**src/rtl/mem_port_arbiter.sv**
```systemverilog
// Two-port round-robin arbiter sharing one synchronous memory port between the
// MPU-table refill master (m0, read-only) and the CPU (m1, read/write).
module mem_port_arbiter #(
   parameter int MEM_WORDS       = 1024,
   parameter int MPU_START_ADDR  = 768,
   parameter int MPU_TABLE_WORDS = 81,
   parameter int MEM_LAT         = 1
) (
   input  logic        clk,
   input  logic        resetn,
   input  logic        m0_valid,
   input  logic [21:0] m0_addr,
   output logic        m0_ready,
   output logic [31:0] m0_rdata,
   input  logic        m1_valid,
   input  logic [21:0] m1_addr,
   input  logic [31:0] m1_wdata,
   input  logic [3:0]  m1_wstrb,
   output logic        m1_ready,
   output logic [31:0] m1_rdata,
   output logic        m1_err,
   output logic [3:0]  mem_wen,
   output logic [21:0] mem_addr,
   output logic [31:0] mem_wdata,
   input  logic [31:0] mem_rdata,
   output logic        busy,
   output logic [1:0]  grant,
   output logic        table_dirty
);

   typedef enum logic [1:0] {IDLE, ACCESS, RESP} state_t;

   localparam logic [31:0] MEM_WORDS_U = MEM_WORDS;
   localparam logic [31:0] TBL_LO      = MPU_START_ADDR;
   localparam logic [31:0] TBL_HI      = MPU_START_ADDR + MPU_TABLE_WORDS - 1;
   localparam logic [1:0]  LAT         = MEM_LAT[1:0];

   state_t      state_q, state_d;
   logic [1:0]  cnt_q, cnt_d;
   logic [1:0]  grant_q, grant_d;
   logic        last_m1_q, last_m1_d;
   logic [21:0] addr_q, addr_d;
   logic [3:0]  wen_q, wen_d;
   logic [31:0] wdata_q, wdata_d;
   logic        oor_q, oor_d;
   logic        is_write_q, is_write_d;
   logic        dirty_q, dirty_d;
   logic [31:0] m0_rdata_q, m0_rdata_d;
   logic [31:0] m1_rdata_q, m1_rdata_d;

   logic        pick_m1;
   logic [21:0] req_addr;
   logic [31:0] req_addr_w;
   logic        req_in_range;
   logic [31:0] rvalue;

   always_comb begin
      state_d    = state_q;
      cnt_d      = cnt_q;
      grant_d    = grant_q;
      last_m1_d  = last_m1_q;
      addr_d     = addr_q;
      wen_d      = '0;
      wdata_d    = wdata_q;
      oor_d      = oor_q;
      is_write_d = is_write_q;
      dirty_d    = dirty_q;
      m0_rdata_d = m0_rdata_q;
      m1_rdata_d = m1_rdata_q;

      // Tie goes to whichever port was not served last.
      pick_m1      = m1_valid && (!m0_valid || !last_m1_q);
      req_addr     = pick_m1 ? m1_addr : m0_addr;
      req_addr_w   = {10'd0, req_addr};
      req_in_range = (req_addr_w < MEM_WORDS_U);
      rvalue       = (oor_q || is_write_q) ? 32'd0 : mem_rdata;

      case (state_q)
         IDLE: begin
            if (m0_valid || m1_valid) begin
               state_d    = ACCESS;
               cnt_d      = 2'd0;
               grant_d    = pick_m1 ? 2'b10 : 2'b01;
               last_m1_d  = pick_m1;
               addr_d     = req_addr;
               oor_d      = !req_in_range;
               is_write_d = pick_m1 && (m1_wstrb != 4'd0);
               dirty_d    = pick_m1 && req_in_range && (m1_wstrb != 4'd0) &&
                            (req_addr_w >= TBL_LO) && (req_addr_w <= TBL_HI);
               if (pick_m1) begin
                  wdata_d = m1_wdata;
               end
               if (pick_m1 && req_in_range) begin
                  wen_d = m1_wstrb;
               end
            end
         end
         ACCESS: begin
            if (cnt_q == LAT) begin
               state_d = RESP;
               if (grant_q[0]) begin
                  m0_rdata_d = rvalue;
               end else begin
                  m1_rdata_d = rvalue;
               end
            end else begin
               cnt_d = cnt_q + 2'd1;
            end
         end
         RESP: begin
            state_d = IDLE;
            grant_d = 2'b00;
         end
         default: begin
            state_d = IDLE;
            grant_d = 2'b00;
         end
      endcase
   end

   // Reset forces last grant to m1 so m0 wins the first tie.
   always_ff @(posedge clk or negedge resetn) begin
      if (!resetn) begin
         state_q    <= IDLE;
         cnt_q      <= 2'd0;
         grant_q    <= 2'b00;
         last_m1_q  <= 1'b1;
         addr_q     <= '0;
         wen_q      <= '0;
         wdata_q    <= '0;
         oor_q      <= 1'b0;
         is_write_q <= 1'b0;
         dirty_q    <= 1'b0;
         m0_rdata_q <= '0;
         m1_rdata_q <= '0;
      end else begin
         state_q    <= state_d;
         cnt_q      <= cnt_d;
         grant_q    <= grant_d;
         last_m1_q  <= last_m1_d;
         addr_q     <= addr_d;
         wen_q      <= wen_d;
         wdata_q    <= wdata_d;
         oor_q      <= oor_d;
         is_write_q <= is_write_d;
         dirty_q    <= dirty_d;
         m0_rdata_q <= m0_rdata_d;
         m1_rdata_q <= m1_rdata_d;
      end
   end

   assign busy        = (state_q != IDLE);
   assign grant       = grant_q;
   assign m0_ready    = (state_q == RESP) && grant_q[0];
   assign m1_ready    = (state_q == RESP) && grant_q[1];
   assign m1_err      = (state_q == RESP) && grant_q[1] && oor_q;
   assign table_dirty = (state_q == RESP) && dirty_q;
   assign mem_wen     = wen_q;
   assign mem_addr    = addr_q;
   assign mem_wdata   = wdata_q;
   assign m0_rdata    = m0_rdata_q;
   assign m1_rdata    = m1_rdata_q;

endmodule
```
**config.mk**
```make
export PLATFORM = sky130hd
export DESIGN_NAME = mem_port_arbiter
export DESIGN_NICKNAME = d
export VERILOG_FILES = /design/src/rtl/mem_port_arbiter.sv
export SDC_FILE = /design/constraint.sdc
export NUM_CORES = 1
export LEC_CHECK = 0
export CORE_MARGIN = 5
export CORE_UTILIZATION = 45
export DETAILED_ROUTE_END_ITERATION = 16
export PLACE_DENSITY = 0.86
export SLEW_MARGIN = 10
export SYNTH_ARGS = -nofsm -noshare
export SYNTH_HDL_FRONTEND = slang
export SYNTH_SLANG_ARGS = --single-unit
```
**constraint.sdc**
```tcl
create_clock -name clk -period 3.9 [get_ports clk]
set_clock_uncertainty 0.15 [all_clocks]
set_input_delay 0.78 -clock clk [delete_from_list [all_inputs] [get_ports clk]]
set_output_delay 0.78 -clock clk [all_outputs]
set_load 0.02 [all_outputs]
```
==> run summary <==
The flow ran to the end, and the final reports show no timing, DRC or antenna violations. The worst hold path belongs to the class in2async. The post-CTS setup buffer count is 0. For the finished layout, the period the worst path requires is around 2.9 ns. 0 antenna diodes ended up in the layout.

The average cell area after synthesis came out at about 12 um2. The final cell count without fillers came out at about 860. Counting along the longest clock path gives a buffer depth of 2. The headroom to the max-slew limit is between 30% and 40%. The area of the core came out at ~12000 um2. The sequential area share after synthesis came out at around three fifths. Data arrives at the worst endpoint at roughly 1.9 ns. The ratio of cells with drive above 1 in the final layout is about 17%. STA puts the critical path data required time at just under 3 ns.

The CTS clock-pin slew for the worst setup and hold paths is 0.06 ns. The DRC violation count after routing came out at 0. The initial detailed-routing violation count came out at 404. The net count reported at finish came out at 815. The number of sinks driven by the clock tree is 132.

The floorplan die area came out at between 10000 and 15000 um2. The via count of the first global-routing pass is between 4k and 5k. The analysis attributes to cell leakage a power of ~3.7 nW.

The largest driver fanout on the critical path is 10. The average wire length per cell after detail routing came out at 18.5 um. The sum of overflow across all layers after global routing came out at 0. The cell count of the worst reg-to-reg path came out at 4.

The total power after layout is 7.50 mW. Setup total negative slack on the finished layout was measured at 0 ns. Among all stages on the critical path, the largest delay is contributed by sky130_fd_sc_hd__clkdlybuf4s50_1. Yosys printed 0 warnings. The power density relative to cell area came out at just under 900 nW/um2. The utilization of the core after routing came out at 72.0%. Following the worst setup path forward leads to its endpoint at m1_err. The total number of vias is roughly 4.5k.

The portion of the clock cycle consumed by the worst path in the final layout came out at between 70% and 80%. The number of hold violations in the final report is 0. The met3 usage in global routing came out at under 10%. The tree is rooted in a sky130_fd_sc_hd__clkbuf_16.

In the synthesized netlist the dominant register cell turns out to be sky130_fd_sc_hd__dfrtp_1. The number of top-level pins came out at roughly 250. The worst setup path is captured at an output pin. The largest net degree at the start of global routing came out at 69. By count the netlist is led by 131 x sky130_fd_sc_hd__dfrtp_1, 97 x sky130_fd_sc_hd__nand2_1, 70 x sky130_fd_sc_hd__o21ai_0, 60 x sky130_fd_sc_hd__mux2_2, 14 x sky130_fd_sc_hd__mux2_4. The final wirelength is between 15 and 20 mm. The depth of the CTS H-tree came out at 4. The global-route met1 utilization is approximately a quarter.

The post-synthesis cell type count came out at around 40. The number of max-cap violations is 0. The endpoint of the most critical register-to-register path is mem_wdata[8]$_DFFE_PN0P_. In the post-synthesis netlist, the biggest area contributors are sky130_fd_sc_hd__dfrtp_1 60%, sky130_fd_sc_hd__mux2_2 12%, sky130_fd_sc_hd__nand2_1 6.7%. The synthesized net count is 570. The final design instance area without fill is approximately 8600 um2. The HPWL after detailed placement came out at 11.6 mm. The max-slew violation total from the final report came out at 0. Traced cell by cell, the critical path runs through nor2b_1, and3_1, clkdlybuf4s50_1. At the later pin of the worst-skew pair, clock insertion delay measures approximately 0.41 ns.

The number of placed instances, taps included is 826. The share of synthesized flip-flops with an asynchronous set or reset is between 90% and 100%. The standard cell area after detailed placement is 7960 um2.

The largest single stage delay on the critical path is about 0.6 ns. The floorplan has 40 rows. The routability-driven placement congestion ratio is about 0.8.

The antenna violation net count after detailed routing came out at 0. The most common cell in the synthesized netlist is sky130_fd_sc_hd__dfrtp_1. The synthesized area is roughly 5400 um2.

The number of gates resized after cts is 0. The vias per cell is around 5.2. The die outline width is roughly 120 um.

The worst setup path is launched from a flip-flop. The number of input and output port buffers inserted came out at approximately 240. The transition time of the tightest slew-check pin is 0.953 ns. Before antenna repair, the detailed router went through 4 iterations. The busiest layer in global routing is met2. The peak clock frequency supported by timing came out at around 0.35 GHz. The cell count after synthesis is about 450. The number of antenna violations at the first check in global routing is 0.

The number of setup violations in the final report is 0. The number of flops mapped to enable cells by yosys came out at 0. The worst setup path is of the reg2out kind.

The worst setup path startpoint is state_q[0]$_DFFE_PN0P_. The post-cts hold buffer count is 0. The global-route wire length before repair is approximately 25 mm. The share of synthesized area in the top cell type comes to 60.4%. The filler cells instantiated in the layout total between 700 and 800. The TritonCTS clock tree is built.

The flip-flop and latch count after synthesis came out at 132. The post-synthesis to final-layout area growth is 58.2%. The launch instance of the worst register-to-register path is last_m1_q$_DFFE_PN1P_. The total routing usage reported by global routing came out at between 20 and 25%. The clock buffer count from CTS came out at 17. Of all cell types, the one taking the most synthesized area is sky130_fd_sc_hd__dfrtp_1. The register-to-register setup slack came out at 1.87 ns. Setup repair after global routing left no endpoint under its margin.

The largest vdd supply drop is about 580 uV. The initial cell density of the core came out at 45.5%. The chip height came out at between 100 and 150 um. The met2 demand-to-capacity share in global routing came out at about two fifths.
[flip-flops by register name, summed over array words and instances, names as in the netlist]
| signal | flops |
|---|---|
| last_m1_q | 1 |
| m0_rdata | 32 |
| dirty_q | 1 |
| mem_wdata | 32 |
| grant | 2 |
| is_write_q | 1 |
| mem_addr | 22 |
| mem_wen | 4 |
| cnt_q | 2 |
| m1_rdata | 32 |
| oor_q | 1 |
| state_q | 2 |
[metal layers]
metal	up-vias	part of all wire (%)	wire [um]
li1	2048	-	-
met2	227	50	7860
met3	31	10	1630
met1	2149	37	5930
met4	0	2.7	430
met5	-	0	0
[worst min-delay path by stage]
stage | to | from | slack [ns] | cells after the start
final | m0_rdata[22]$_DFFE_PN0P_ | resetn | 0.32 | 1
after detailed placement | m1_rdata[25]$_DFFE_PN0P_ | m1_rdata[25]$_DFFE_PN0P_ | 0.32 | 2
after global placement | m1_rdata[15]$_DFFE_PN0P_ | m1_rdata[15]$_DFFE_PN0P_ | 0.31 | 2
after CTS | m0_rdata[25]$_DFFE_PN0P_ | m0_rdata[25]$_DFFE_PN0P_ | 0.34 | 2
after global routing | m1_rdata[27]$_DFFE_PN0P_ | m1_rdata[27]$_DFFE_PN0P_ | 0.35 | 2
after floorplan | is_write_q$_DFFE_PN0P_ | is_write_q$_DFFE_PN0P_ | 0.31 | 1
[critical path, delay by kind of cell (launching register included)]
family,cells,cell delay [ns]
buf+inv,1,0.60
simple gates,2,0.42
flops,1,0.50
[metrics by stage]
step           setup slack, ns  hold WS (ns)
4_1_cts                   1.01         0.336
3_3_place_gp              1.03         0.311
3_5_place_dp             0.960         0.321
5_1_grt                  0.916         0.350
2_1_floorplan             1.84         0.307
6_report                  1.04         0.320
[power by group]
| part | total [mW] | switching [mW] | internal (mW) |
|---|---|---|---|
| registers | 2.41 | 0.395 | 2.01 |
| clock network | 1.64 | 0.589 | 1.05 |
| logic | 3.45 | 1.75 | 1.70 |
[layout by cell type, fill, tap and decap left out, drive strengths merged, types with 2 or more instances in the layout]
| cell | synthesis | layout |
|---|---|---|
| clkdlybuf4s50 | 0 | 243 |
| dfrtp | 131 | 131 |
| nand2 | 98 | 98 |
| mux2 | 74 | 74 |
| o21ai | 72 | 72 |
| clkbuf | 12 | 20 |
| inv | 9 | 9 |
| buf | 14 | 9 |
| nor4 | 6 | 6 |
| clkinvlp | 0 | 6 |
| nor3 | 4 | 4 |
| nor2 | 4 | 4 |
| and2 | 3 | 3 |
| or4 | 3 | 3 |
| bufinv | 0 | 3 |
| clkinv | 0 | 3 |
| mux2i | 2 | 2 |
| a21oi | 2 | 2 |
[area by class of cell]
type	instances	area, um2	area share, %
flip-flops and latches	132	3300	38.5
repair buffers	252	2500	29.1
multi-input cells	286	1940	22.6
clock buffers	20	467	5.44
well taps	147	184	2.14
clock inverters	12	154	1.79
inverters	9	33.8	0.394
[kinds of logic after synthesis]
| family | after synthesis | share of synthesized area, % |
|---|---|---|
| AOI/OAI and AO/OA | 82 | 8.14 |
| adders and majority gates | 1 | 0.231 |
| buffers and inverters | 35 | 3.51 |
| DFF | 132 | 60.9 |
| muxes | 76 | 16.7 |
| and+or+nand+nor | 127 | 10.5 |
Note: power is estimated with default switching activity, not from simulation.
